[src/rtl/audio_if_pkg.sv]
// Shared constants and types for the host-to-synth audio write path.
// Register map and sample placement match the sample read-out mux.
package audio_if_pkg;

    localparam int SAMPLE_W = 24;

    typedef logic [SAMPLE_W-1:0] sample_t;

    typedef struct packed {
        sample_t left;
        sample_t right;
    } stereo_pair_t;

    localparam logic [1:0] ADDR_LEFT   = 2'd0;
    localparam logic [1:0] ADDR_RIGHT  = 2'd1;
    localparam logic [1:0] ADDR_CTRL   = 2'd2;
    localparam logic [1:0] ADDR_THRESH = 2'd3;

    localparam int CTRL_EN    = 0;
    localparam int CTRL_CLR   = 1;
    localparam int CTRL_FLUSH = 2;

    localparam int STAT_EN       = 0;
    localparam int STAT_UNDERRUN = 1;
    localparam int STAT_OVERFLOW = 2;

    // Samples sit left-justified in the 32-bit bus word.
    function automatic logic [31:0] sample_to_word(input sample_t s);
        return {s, 8'h00};
    endfunction

endpackage

[src/rtl/sample_fifo.sv]
// Synchronous stereo-pair FIFO with a registered read port.
// Flush wins over push and pop; a push into a full FIFO is accepted only alongside a pop.
module sample_fifo
    import audio_if_pkg::*;
#(
    parameter int FIFO_WIDTH = 6
) (
    input  logic                  clk,
    input  logic                  reset_n,
    input  logic                  push,
    input  logic                  pop,
    input  logic                  flush,
    input  logic [2*SAMPLE_W-1:0] din,
    output logic [2*SAMPLE_W-1:0] dout,
    output logic [FIFO_WIDTH:0]   level,
    output logic                  full,
    output logic                  empty
);

    localparam int DEPTH = 1 << FIFO_WIDTH;
    localparam logic [FIFO_WIDTH:0] FULL_LEVEL = {1'b1, {FIFO_WIDTH{1'b0}}};

    logic [2*SAMPLE_W-1:0] mem [DEPTH];
    logic [FIFO_WIDTH-1:0] wr_ptr;
    logic [FIFO_WIDTH-1:0] rd_ptr;
    logic                  do_push;
    logic                  do_pop;

    assign full    = (level == FULL_LEVEL);
    assign empty   = (level == '0);
    assign do_pop  = pop && !empty && !flush;
    assign do_push = push && !flush && (!full || do_pop);

    always_ff @(posedge clk) begin
        if (do_push) begin
            mem[wr_ptr] <= din;
        end
    end

    always_ff @(posedge clk or negedge reset_n) begin
        if (!reset_n) begin
            wr_ptr <= '0;
            rd_ptr <= '0;
            level  <= '0;
            dout   <= '0;
        end else if (flush) begin
            wr_ptr <= '0;
            rd_ptr <= '0;
            level  <= '0;
        end else begin
            if (do_push) begin
                wr_ptr <= wr_ptr + 1'b1;
            end
            if (do_pop) begin
                rd_ptr <= rd_ptr + 1'b1;
                dout   <= mem[rd_ptr];
            end
            case ({do_push, do_pop})
                2'b10:   level <= level + 1'b1;
                2'b01:   level <= level - 1'b1;
                default: level <= level;
            endcase
        end
    end

endmodule

[src/rtl/audio_in_demux.sv]
// Avalon-MM slave that queues host-written stereo pairs and releases one
// pair per LRCK frame toward the DAC/mixer path.
module audio_in_demux
    import audio_if_pkg::*;
#(
    parameter int FIFO_WIDTH = 6
) (
    input  logic                clk,
    input  logic                reset_n,
    input  logic [1:0]          address,
    input  logic                read,
    input  logic                write,
    input  logic [31:0]         datain,
    output logic [31:0]         dataout,
    input  logic                lrck,
    output logic [SAMPLE_W-1:0] lsound_out,
    output logic [SAMPLE_W-1:0] rsound_out,
    output logic                sample_valid,
    output logic [FIFO_WIDTH:0] fifo_level,
    output logic                refill_req,
    output logic                underrun,
    output logic                overflow
);

    // Bus protocol: read and write are single-cycle strobes with no wait states;
    // write effects land on the strobe's edge, dataout is valid the cycle after read.

    sample_t               left_hold;
    logic                  enable;
    logic [FIFO_WIDTH:0]   threshold;
    logic                  lrck_s1, lrck_s2, lrck_d;
    logic                  tick_d, pop_d;
    logic                  frame_tick;
    logic                  wr_left, wr_right, wr_ctrl, wr_thresh;
    logic                  clr_flags, flush;
    logic                  fifo_full, fifo_empty;
    logic                  push_ok, pop_ok;
    logic                  overflow_evt, underrun_evt;
    logic [2*SAMPLE_W-1:0] fifo_dout;
    stereo_pair_t          out_pair;
    logic                  en_nxt;
    logic [FIFO_WIDTH:0]   thr_nxt, lvl_nxt;
    logic                  unused_datain;

    assign wr_left   = write && (address == ADDR_LEFT);
    assign wr_right  = write && (address == ADDR_RIGHT);
    assign wr_ctrl   = write && (address == ADDR_CTRL);
    assign wr_thresh = write && (address == ADDR_THRESH);
    assign clr_flags = wr_ctrl && datain[CTRL_CLR];
    assign flush     = wr_ctrl && datain[CTRL_FLUSH];

    assign frame_tick   = lrck_s2 && !lrck_d;
    assign pop_ok       = frame_tick && enable && !fifo_empty && !flush;
    assign push_ok      = wr_right && !flush && (!fifo_full || pop_ok);
    assign overflow_evt = wr_right && !flush && fifo_full && !pop_ok;
    assign underrun_evt = frame_tick && enable && fifo_empty;
    assign out_pair     = stereo_pair_t'(fifo_dout);
    assign unused_datain = ^datain;

    sample_fifo #(.FIFO_WIDTH(FIFO_WIDTH)) u_fifo (
        .clk     (clk),
        .reset_n (reset_n),
        .push    (push_ok),
        .pop     (pop_ok),
        .flush   (flush),
        .din     ({left_hold, datain[31:32-SAMPLE_W]}),
        .dout    (fifo_dout),
        .level   (fifo_level),
        .full    (fifo_full),
        .empty   (fifo_empty)
    );

    // refill_req is computed from next-state values so it moves on the same edge as the level.
    always_comb begin
        en_nxt  = enable;
        thr_nxt = threshold;
        lvl_nxt = fifo_level;
        if (wr_ctrl) begin
            en_nxt = datain[CTRL_EN];
        end
        if (wr_thresh) begin
            thr_nxt = datain[FIFO_WIDTH:0];
        end
        if (flush) begin
            lvl_nxt = '0;
        end else begin
            lvl_nxt = fifo_level + (FIFO_WIDTH+1)'(push_ok) - (FIFO_WIDTH+1)'(pop_ok);
        end
    end

    always_ff @(posedge clk or negedge reset_n) begin
        if (!reset_n) begin
            lrck_s1      <= 1'b0;
            lrck_s2      <= 1'b0;
            lrck_d       <= 1'b0;
            left_hold    <= '0;
            enable       <= 1'b0;
            threshold    <= '0;
            tick_d       <= 1'b0;
            pop_d        <= 1'b0;
            sample_valid <= 1'b0;
            lsound_out   <= '0;
            rsound_out   <= '0;
            overflow     <= 1'b0;
            underrun     <= 1'b0;
            refill_req   <= 1'b0;
            dataout      <= '0;
        end else begin
            lrck_s1 <= lrck;
            lrck_s2 <= lrck_s1;
            lrck_d  <= lrck_s2;

            if (wr_left)   left_hold <= datain[31:32-SAMPLE_W];
            if (wr_ctrl)   enable    <= datain[CTRL_EN];
            if (wr_thresh) threshold <= datain[FIFO_WIDTH:0];

            // A frame without a popped pair (disabled, empty or flushed) outputs silence.
            tick_d       <= frame_tick;
            pop_d        <= pop_ok;
            sample_valid <= tick_d;
            if (tick_d) begin
                lsound_out <= pop_d ? out_pair.left  : '0;
                rsound_out <= pop_d ? out_pair.right : '0;
            end

            if (overflow_evt)   overflow <= 1'b1;
            else if (clr_flags) overflow <= 1'b0;
            if (underrun_evt)   underrun <= 1'b1;
            else if (clr_flags) underrun <= 1'b0;

            refill_req <= en_nxt && (lvl_nxt < thr_nxt);

            if (read) begin
                case (address)
                    ADDR_LEFT:  dataout <= sample_to_word(left_hold);
                    ADDR_RIGHT: dataout <= sample_to_word(rsound_out);
                    ADDR_CTRL: begin
                        dataout                <= '0;
                        dataout[STAT_EN]       <= enable;
                        dataout[STAT_UNDERRUN] <= underrun;
                        dataout[STAT_OVERFLOW] <= overflow;
                    end
                    default:    dataout <= 32'(fifo_level);
                endcase
            end
        end
    end

endmodule

[config.mk]
export PLATFORM = sky130hd
export DESIGN_NAME = audio_in_demux
export DESIGN_NICKNAME = d
export VERILOG_FILES = /design/src/rtl/audio_if_pkg.sv /design/src/rtl/sample_fifo.sv /design/src/rtl/audio_in_demux.sv
export SDC_FILE = /design/constraint.sdc
export NUM_CORES = 2
export LEC_CHECK = 0
export BUFFER_PORTS_ARGS = -buffer_cell sky130_fd_sc_hd__buf_2
export CAP_MARGIN = 10
export CELL_PAD_IN_SITES_DETAIL_PLACEMENT = 0
export CELL_PAD_IN_SITES_GLOBAL_PLACEMENT = 1
export CORE_ASPECT_RATIO = 0.75
export CORE_MARGIN = 5
export CORE_UTILIZATION = 45
export DETAILED_ROUTE_END_ITERATION = 10
export GPL_TIMING_DRIVEN = 0
export PLACE_DENSITY_LB_ADDON = 0.1
export SLEW_MARGIN = 15
export SYNTH_ARGS = -nofsm -noshare
export SYNTH_HDL_FRONTEND = slang
export SYNTH_HIERARCHICAL = 1
export SYNTH_SLANG_ARGS = --single-unit
[constraint.sdc]
create_clock -name clk -period 13.63 [get_ports clk]
set_input_delay 4.089 -clock clk [delete_from_list [all_inputs] [get_ports clk]]
set_output_delay 4.089 -clock clk [all_outputs]
set_load 0.01 [all_outputs]
---- After elaboration in Yosys (flattened, before gate mapping) ----
Memories as Yosys holds them, arrays and structs flattened. A register that Yosys moved wholly into a read port is not among the register bits.
Index checks and enable logic that the tools add are counted.
word-level totals
  flip-flop bits (word level) ............. 140
  RAM bits ................................ 3,072
  bits of input ports ..................... 39
  output and inout bits ................... 91
  logic and storage cells ................. 86
  memories ................................ 1
operators by class
  $add $sub $neg .......................... 6
  order comparisons ....................... 1
  equal/unequal tests ..................... 6
  mux-type cells .......................... 17
  bitwise logic cells ..................... 1
  reductions and logical operators ........ 36
memories
  name        depth  bits a word  read ports  clocked after Yosys merged registers in  wr ports  RTL line           text
  u_fifo.mem  64     48           1           1                                        1         sample_fifo.sv:23  logic [2*SAMPLE_W-1:0] mem [DEPTH];
operators with widths
  operator                                           number
  one-hot mux 32 bit (3 select lines)                1
  two-way mux 24 bit                                 2
  two-way mux 6 bit                                  4
  two-way mux 7 bit                                  3
  logical AND 1 bit                                  20
  one-hot mux 7 bit (2 select lines)                 1
  adder 6 x 1 -> 6 bit (second input constant)       2
  nonzero test 2 bit                                 4
  adder 7 x 1 -> 7 bit                               1
  adder 7 x 1 -> 7 bit (second input constant)       1
  == test 7 bit (second input constant)              1
  zero test 7 bit                                    1
  less-than comparator 7 bit                         1
  subtractor 7 x 1 -> 7 bit                          1
  subtractor 7 x 1 -> 7 bit (second input constant)  1
  == test 2 bit (second input constant)              3
  zero test 1 bit                                    6
  two-way mux 1 bit                                  6
  == test 2 x 1 -> 1 bit (second input constant)     2
  nonzero test 3 bit                                 1
  zero test 2 bit                                    1
  logical OR 1 bit                                   2
  AND reduction 2 bit                                1
  inverter 1 bit                                     1

---- Longest topological paths before layout ----
  depth in word-level cells ............... 12
  depth in mapped cells ................... 17
  depth with buffers taken out ............ 17

---- Hierarchy ----
Netlist, hierarchy kept.
modules (own cells, without submodules)
  module          times used  cells an instance  area each (um^2)  sequential area each (um^2)
  sample_fifo     1           5,687              120,354.2         93,925.1
  audio_in_demux  1           513                5,387.7           3,002.9

---- Worst setup path after synthesis ----
OpenSTA, ideal clock, no wires.
  path type ............................... input port to flip-flop
  start point ............................. input port address[1]
  end point ............................... memory u_fifo/mem[62][0] (netlist bit), enable pin
  setup time .............................. 0.454 ns
  arrival time ............................ 7.939 ns
  required time ........................... 13.176 ns
  slack ................................... 5.237 ns
  cell stages on the path ................. 11
  buffers on the path ..................... 1
  path through ............................ buf_4 > nand4b_1 > inv_2 > o31ai_4 > nor3b_1 > inv_1 > nor2_1 > o21ai_0 > nor2_1 > nand3_1 > nor2_1
on the way
  cells in the longest elaborated chain, start to end .. 11
  elaborated cells between the ends (all ways) .. 17
  classes of those cells .................. 2 x eq/ne; 2 x mux; 13 x reduce/logical
ends and longest elaborated chain
  element                                    RTL line                                    text
  start, declared                            audio_in_demux.sv:10                        input logic [1:0] address,
  == test 2 bit *                            audio_in_demux.sv:47                        assign wr_ctrl = write && (address == ADDR_CTRL);
  logical AND 1 bit *                        audio_in_demux.sv:47
  logical AND 1 bit *                        audio_in_demux.sv:50                        assign flush = wr_ctrl && datain[CTRL_FLUSH];
  via flush                                  audio_in_demux.sv:35                        logic clr_flags, flush;
  zero test 1 bit *                          audio_in_demux.sv:53, audio_in_demux.sv:54
  logical AND 1 bit                          audio_in_demux.sv:53                        assign pop_ok = frame_tick && enable && !fifo_empty && !flush;
  logical OR 1 bit                           audio_in_demux.sv:54                        assign push_ok = wr_right && !flush && (!fifo_full || pop_ok);
  logical AND 1 bit *                        audio_in_demux.sv:54
  via push_ok                                audio_in_demux.sv:37                        logic push_ok, pop_ok;
  logical AND 1 bit * (2 in a row)           sample_fifo.sv:32                           assign do_push = push && !flush && (!full || do_pop);
  two-way mux 1 bit *                        sample_fifo.sv:35                           if (do_push) begin
  two-way mux 1 bit (not written as such) *  sample_fifo.sv:36                           mem[wr_ptr] <= din;
  end, declared                              sample_fifo.sv:23
Mark *: on every way through the listed nets, which the timed path passes. The rest lies on a longest branch.

---- Worst setup path in the final report ----
  start point ............................. input port address[0]
  end point ............................... register u_fifo.level[6]
on the way
  cells in the longest elaborated chain, start to end .. 12
  elaborated cells between the ends (all ways) .. 20
  classes of those cells .................. 4 x eq/ne; 2 x mux; 14 x reduce/logical
ends and longest elaborated chain
  element                                                  RTL line                                 text
  == test 2 bit *                                          audio_in_demux.sv:47
  logical AND 1 bit *                                      audio_in_demux.sv:47
  logical AND 1 bit *                                      audio_in_demux.sv:50
  via flush                                                audio_in_demux.sv:35
  zero test 1 bit *                                        audio_in_demux.sv:53
  logical AND 1 bit *                                      audio_in_demux.sv:53
  via pop_ok                                               audio_in_demux.sv:37
  logical OR 1 bit or logical AND 1 bit (tied branches)    audio_in_demux.sv:54, sample_fifo.sv:31
  logical AND 1 bit, on equally long branches              audio_in_demux.sv:54, sample_fifo.sv:31
  logical AND 1 bit or logical OR 1 bit (tied branches)    sample_fifo.sv:32
  logical AND 1 bit                                        sample_fifo.sv:32
  == test 2 x 1 -> 1 bit or == test 2 bit (tied branches)  sample_fifo.sv:58                        case ({do_push, do_pop})
  one-hot mux 7 bit (2 select lines)                       sample_fifo.sv:58
  two-way mux 7 bit                                        sample_fifo.sv:46                        end else if (flush) begin
  end signal, assigned                                     sample_fifo.sv:59                        2'b10: level <= level + 1'b1;
  end signal, assigned                                     sample_fifo.sv:60                        2'b01: level <= level - 1'b1;
  end signal, assigned                                     sample_fifo.sv:61                        default: level <= level;
  end, declared                                            sample_fifo.sv:15                        output logic [FIFO_WIDTH:0] level,
Marks and branches as above.
A chain may end at the register's enable or synchronous reset.

==> metrics.cfg <==
[outcome]
outcome = finished, final reports clean

[detailed_routing]
first_pass_iters = 7
initialDrtViolationCount = 12621
top_layer = met5
met3_length_mm = 63.5
wl_met1_mm = 189
routed_wl_mm = 480
vias = 71929
ant_nets = 0
route.met2.wl_mm = 203
via_per_inst = 6.58
wl_per_cell_um = 44.0
drc = 0

[yosys]
syn_inst = 6200
netlist.area_leader.share_pct = 73.4
ys_ff_latch = 3259
synth.distinct_cells = 69
yosysMostFrequentCell = edfxtp_1
synth-async-reset-ratio_pct = 5.74
synth_edf_count = 3072
yosys-top-cells-area = edfxtp_1 (73%), mux4_2 (9.8%), mux2i_1 (4.4%)
synth_common_cells = edfxtp_1 (3072), mux2i_1 (548), mux4_2 (546)
yosysSeqAreaShare_pct = 77.1
synthesis.area_mm2 = 0.126
synth_warnings = 6
synth_area_leader_cell = edfxtp_1
syn_nets = 6261
syn-mean-instance-area_um2 = 20.3
ys.flop_type = edfxtp_1

[timing]
finalCritPeriodShare_pct = 64.8
final-max-slew-violation-count = 0
grt_setup_unrepaired = false
hold_viol_final = 0
tightestPinTransition_ns = 1.44
setup_viol_count_final = 0
period_minus_slack_ns = 8.84
fmax_mhz = 113
relSlewSlack_pct = 3.62
skew_ns = 0.0436

[global_routing]
overflow = 0
grt_max_degree = 80
antenna_found_initial = 40
grt_pass1_vias = 66806
grt_usage_pct = 32.8
grt_pass1_wl_mm = 629

[clock_tree]
cts_made_buffers = 327
cts_buffer_depth = 4
cts_tree = done
ctsResizeCount = 0
clockRootBuffer = clkbuf_16
cts_hold_buf = 0
clk_transition_reported_paths_ns = 0.06
cts.sink_count = 3259
post_cts_buffers = 0
clkLatencyLatePin_ns = 0.89
cts-htree-levels = 5

[floorplanning]
start_util_pct = 45.1
ios = 130
coreArea_mm2 = 0.279
die_h_um = 468
die_area_mm2 = 0.290
rows = 168
fp.dieW_um = 620

[worst_setup_path]
cp_data_arrival_time_ns = 9.62
crit_chain = buf_6 > nand4b_1 > inv_2 > nor3_1 > inv_1 > a31o_2 > nor2_1 > clkbuf_2 > nand2_1 > inv_1 > ha_1 > a21o_1 > a21oi_1 > o21a_1 > mux2_2 > a31oi_1
crit_start = address[0]
critPathMaxStageDelay_ns = 0.87
crit_top_cell = inv_1
slowest_stage = nor3_1
crit_type = in -> reg
worst_setup_path_start_kind = input port
timing.rr.start = u_fifo/level[1]
cp-end-kind = flip-flop
path_buf_inv = 5
cp_top_family = simple AND/OR/NAND/NOR gates
path_max_fanout = 13
worstPathRequired_ns = 14.41

[power]
swShare_pct = 32.8
max-vdd-ir-drop_mv = 0.133
power.switching_mw = 9.29
combPwrFrac_pct = 27.4
seq_power_share_pct = 41.2
power_density_mw_per_mm2 = 191
internal_power_mw = 19.0
p_total_mw = 28.3
cellLeakagePower_nw = 47.8
clkPwrFrac_pct = 31.4

[worst_hold_path]
hp-start = lrck_s1
hold_class = reg -> reg

[final_layout]
fillers = 21941
drive_gt1_share_pct = 24.3
layout.nets = 6971
area_delta_synth_final_pct = 17.6
stdcell_count = 10926

[run]
cap_violations = 0

[placed_design]
port_buffers = 124
gp_congestion = 0.946
dp.cells = 10321
hpwl_mm = 337

[state kept, by name (all words and copies together) (netlist names), 6 cells and up]
register       flops
u_fifo/rd_ptr      6
u_fifo/wr_ptr      6
threshold          7
u_fifo/level       7
left_hold         24
dataout           31
lsound_out        24
rsound_out        24
u_fifo/mem      3072
u_fifo/dout       48
[metrics by stage]
step | area, um^2 | hold slack, ns | util [%] | TNS (ns) | setup slack (ns)
CTS | 148000 | 0.355 | 53.0 | 0 | 5.14
global placement | 131000 | 0.333 | 47.0 | -78.20 | -0.471
detailed placement | 138000 | 0.341 | 49.3 | 0 | 4.22
global route | 148000 | 0.376 | 53.0 | 0 | 4.77
finish | 148000 | 0.354 | 53.1 | 0 | 4.79
floorplan | 126000 | 0.331 | - | 0 | 5.24
[final timing paths]
kind | slack, ns | end | depth (start not counted)
worst max-delay path | 4.79 | u_fifo/level[6] | 16
worst min-delay path | 0.35 | lrck_s2 | 0
worst max register to register | 7.77 | u_fifo/level[6] | 16
worst min register to register | 0.35 | lrck_s2 | 0
max in group asynchronous | 9.11 | left_hold[13] | 3
min in group asynchronous | 3.10 | u_fifo/rd_ptr[2] | 1
[routing by layer]
metal / GRT usage, % / vias to the layer above
met5: 0.511 / -
li1: - / 27017
met1: 47.6 / 38958
met2: 46.2 / 5056
met3: 9.99 / 884
met4: 13.5 / 14
[cells by family after synthesis]
family / count (synthesis) / synth area share, %
buffers and inverters: 468 / 2.08
multiplexers: 1131 / 14.5
other: 1 / 0.00298
XOR/XNOR: 14 / 0.0975
AND/OR/NAND/NOR: 507 / 1.81
AO/OA/AOI/OAI: 798 / 4.22
flip-flops: 3259 / 77.1
adder cells (fa/ha/maj): 22 / 0.231
[worst reg2reg max path, stage by stage, from the launching register on]
cell and delay [ns]:
dfrtp_1 0.55, nor4_2 0.14, nand2_1 0.16, nor2_1 0.13, nor3_1 0.85, inv_1 0.14
a31o_2 0.36, nor2_1 0.79, clkbuf_2 0.72, nand2_1 0.23, inv_1 0.21, ha_1 0.30
a21o_1 0.20, a21oi_1 0.23, o21a_1 0.28, mux2_2 0.36, a31oi_1 0.12
[area by class of cell]
cell class,instances,area [um^2],area share [%]
flip-flops and latches,3259,97000,65.6
clock inverters,157,1470,0.996
well taps,3740,4680,3.16
repair buffers,381,6530,4.42
plain buffers,358,2220,1.50
multi-input cells,2473,26700,18.1
clock buffers,427,8810,5.96
diodes,21,52.6,0.0355
inverters,110,413,0.279
[layout by cell type, fill, tap and decap left out, drive strengths merged, types with 16 or more instances in the layout]
cell,synthesis,routed
a311oi,16,16
mux2i,548,548
nand3,105,105
ha,20,20
bufinv,0,26
a22oi,216,216
clkinv,0,119
nor2,161,161
o22ai,152,152
dfrtp,187,187
inv,110,114
o21ai,128,128
a211oi,19,19
buf,235,616
a22o,17,17
clkbuf,123,550
a21oi,109,109
diode,0,21
a31oi,23,23
edfxtp,3072,3072
mux2,37,37
nand2,158,158
mux4,546,546
o31ai,76,76
[power by group through the flow]
stage | clock [mW] | sequential (mW) | combinational (mW)
after CTS | 8.97 | 11.6 | 7.55
after detailed placement | 0 | 11.9 | 7.53
after floorplan | 0 | 11.8 | 4.08
after global placement | 0 | 12.1 | 7.19
after global routing | 9.40 | 11.7 | 7.88
final | 8.88 | 11.7 | 7.76
Power figures use the tool's default switching activity.
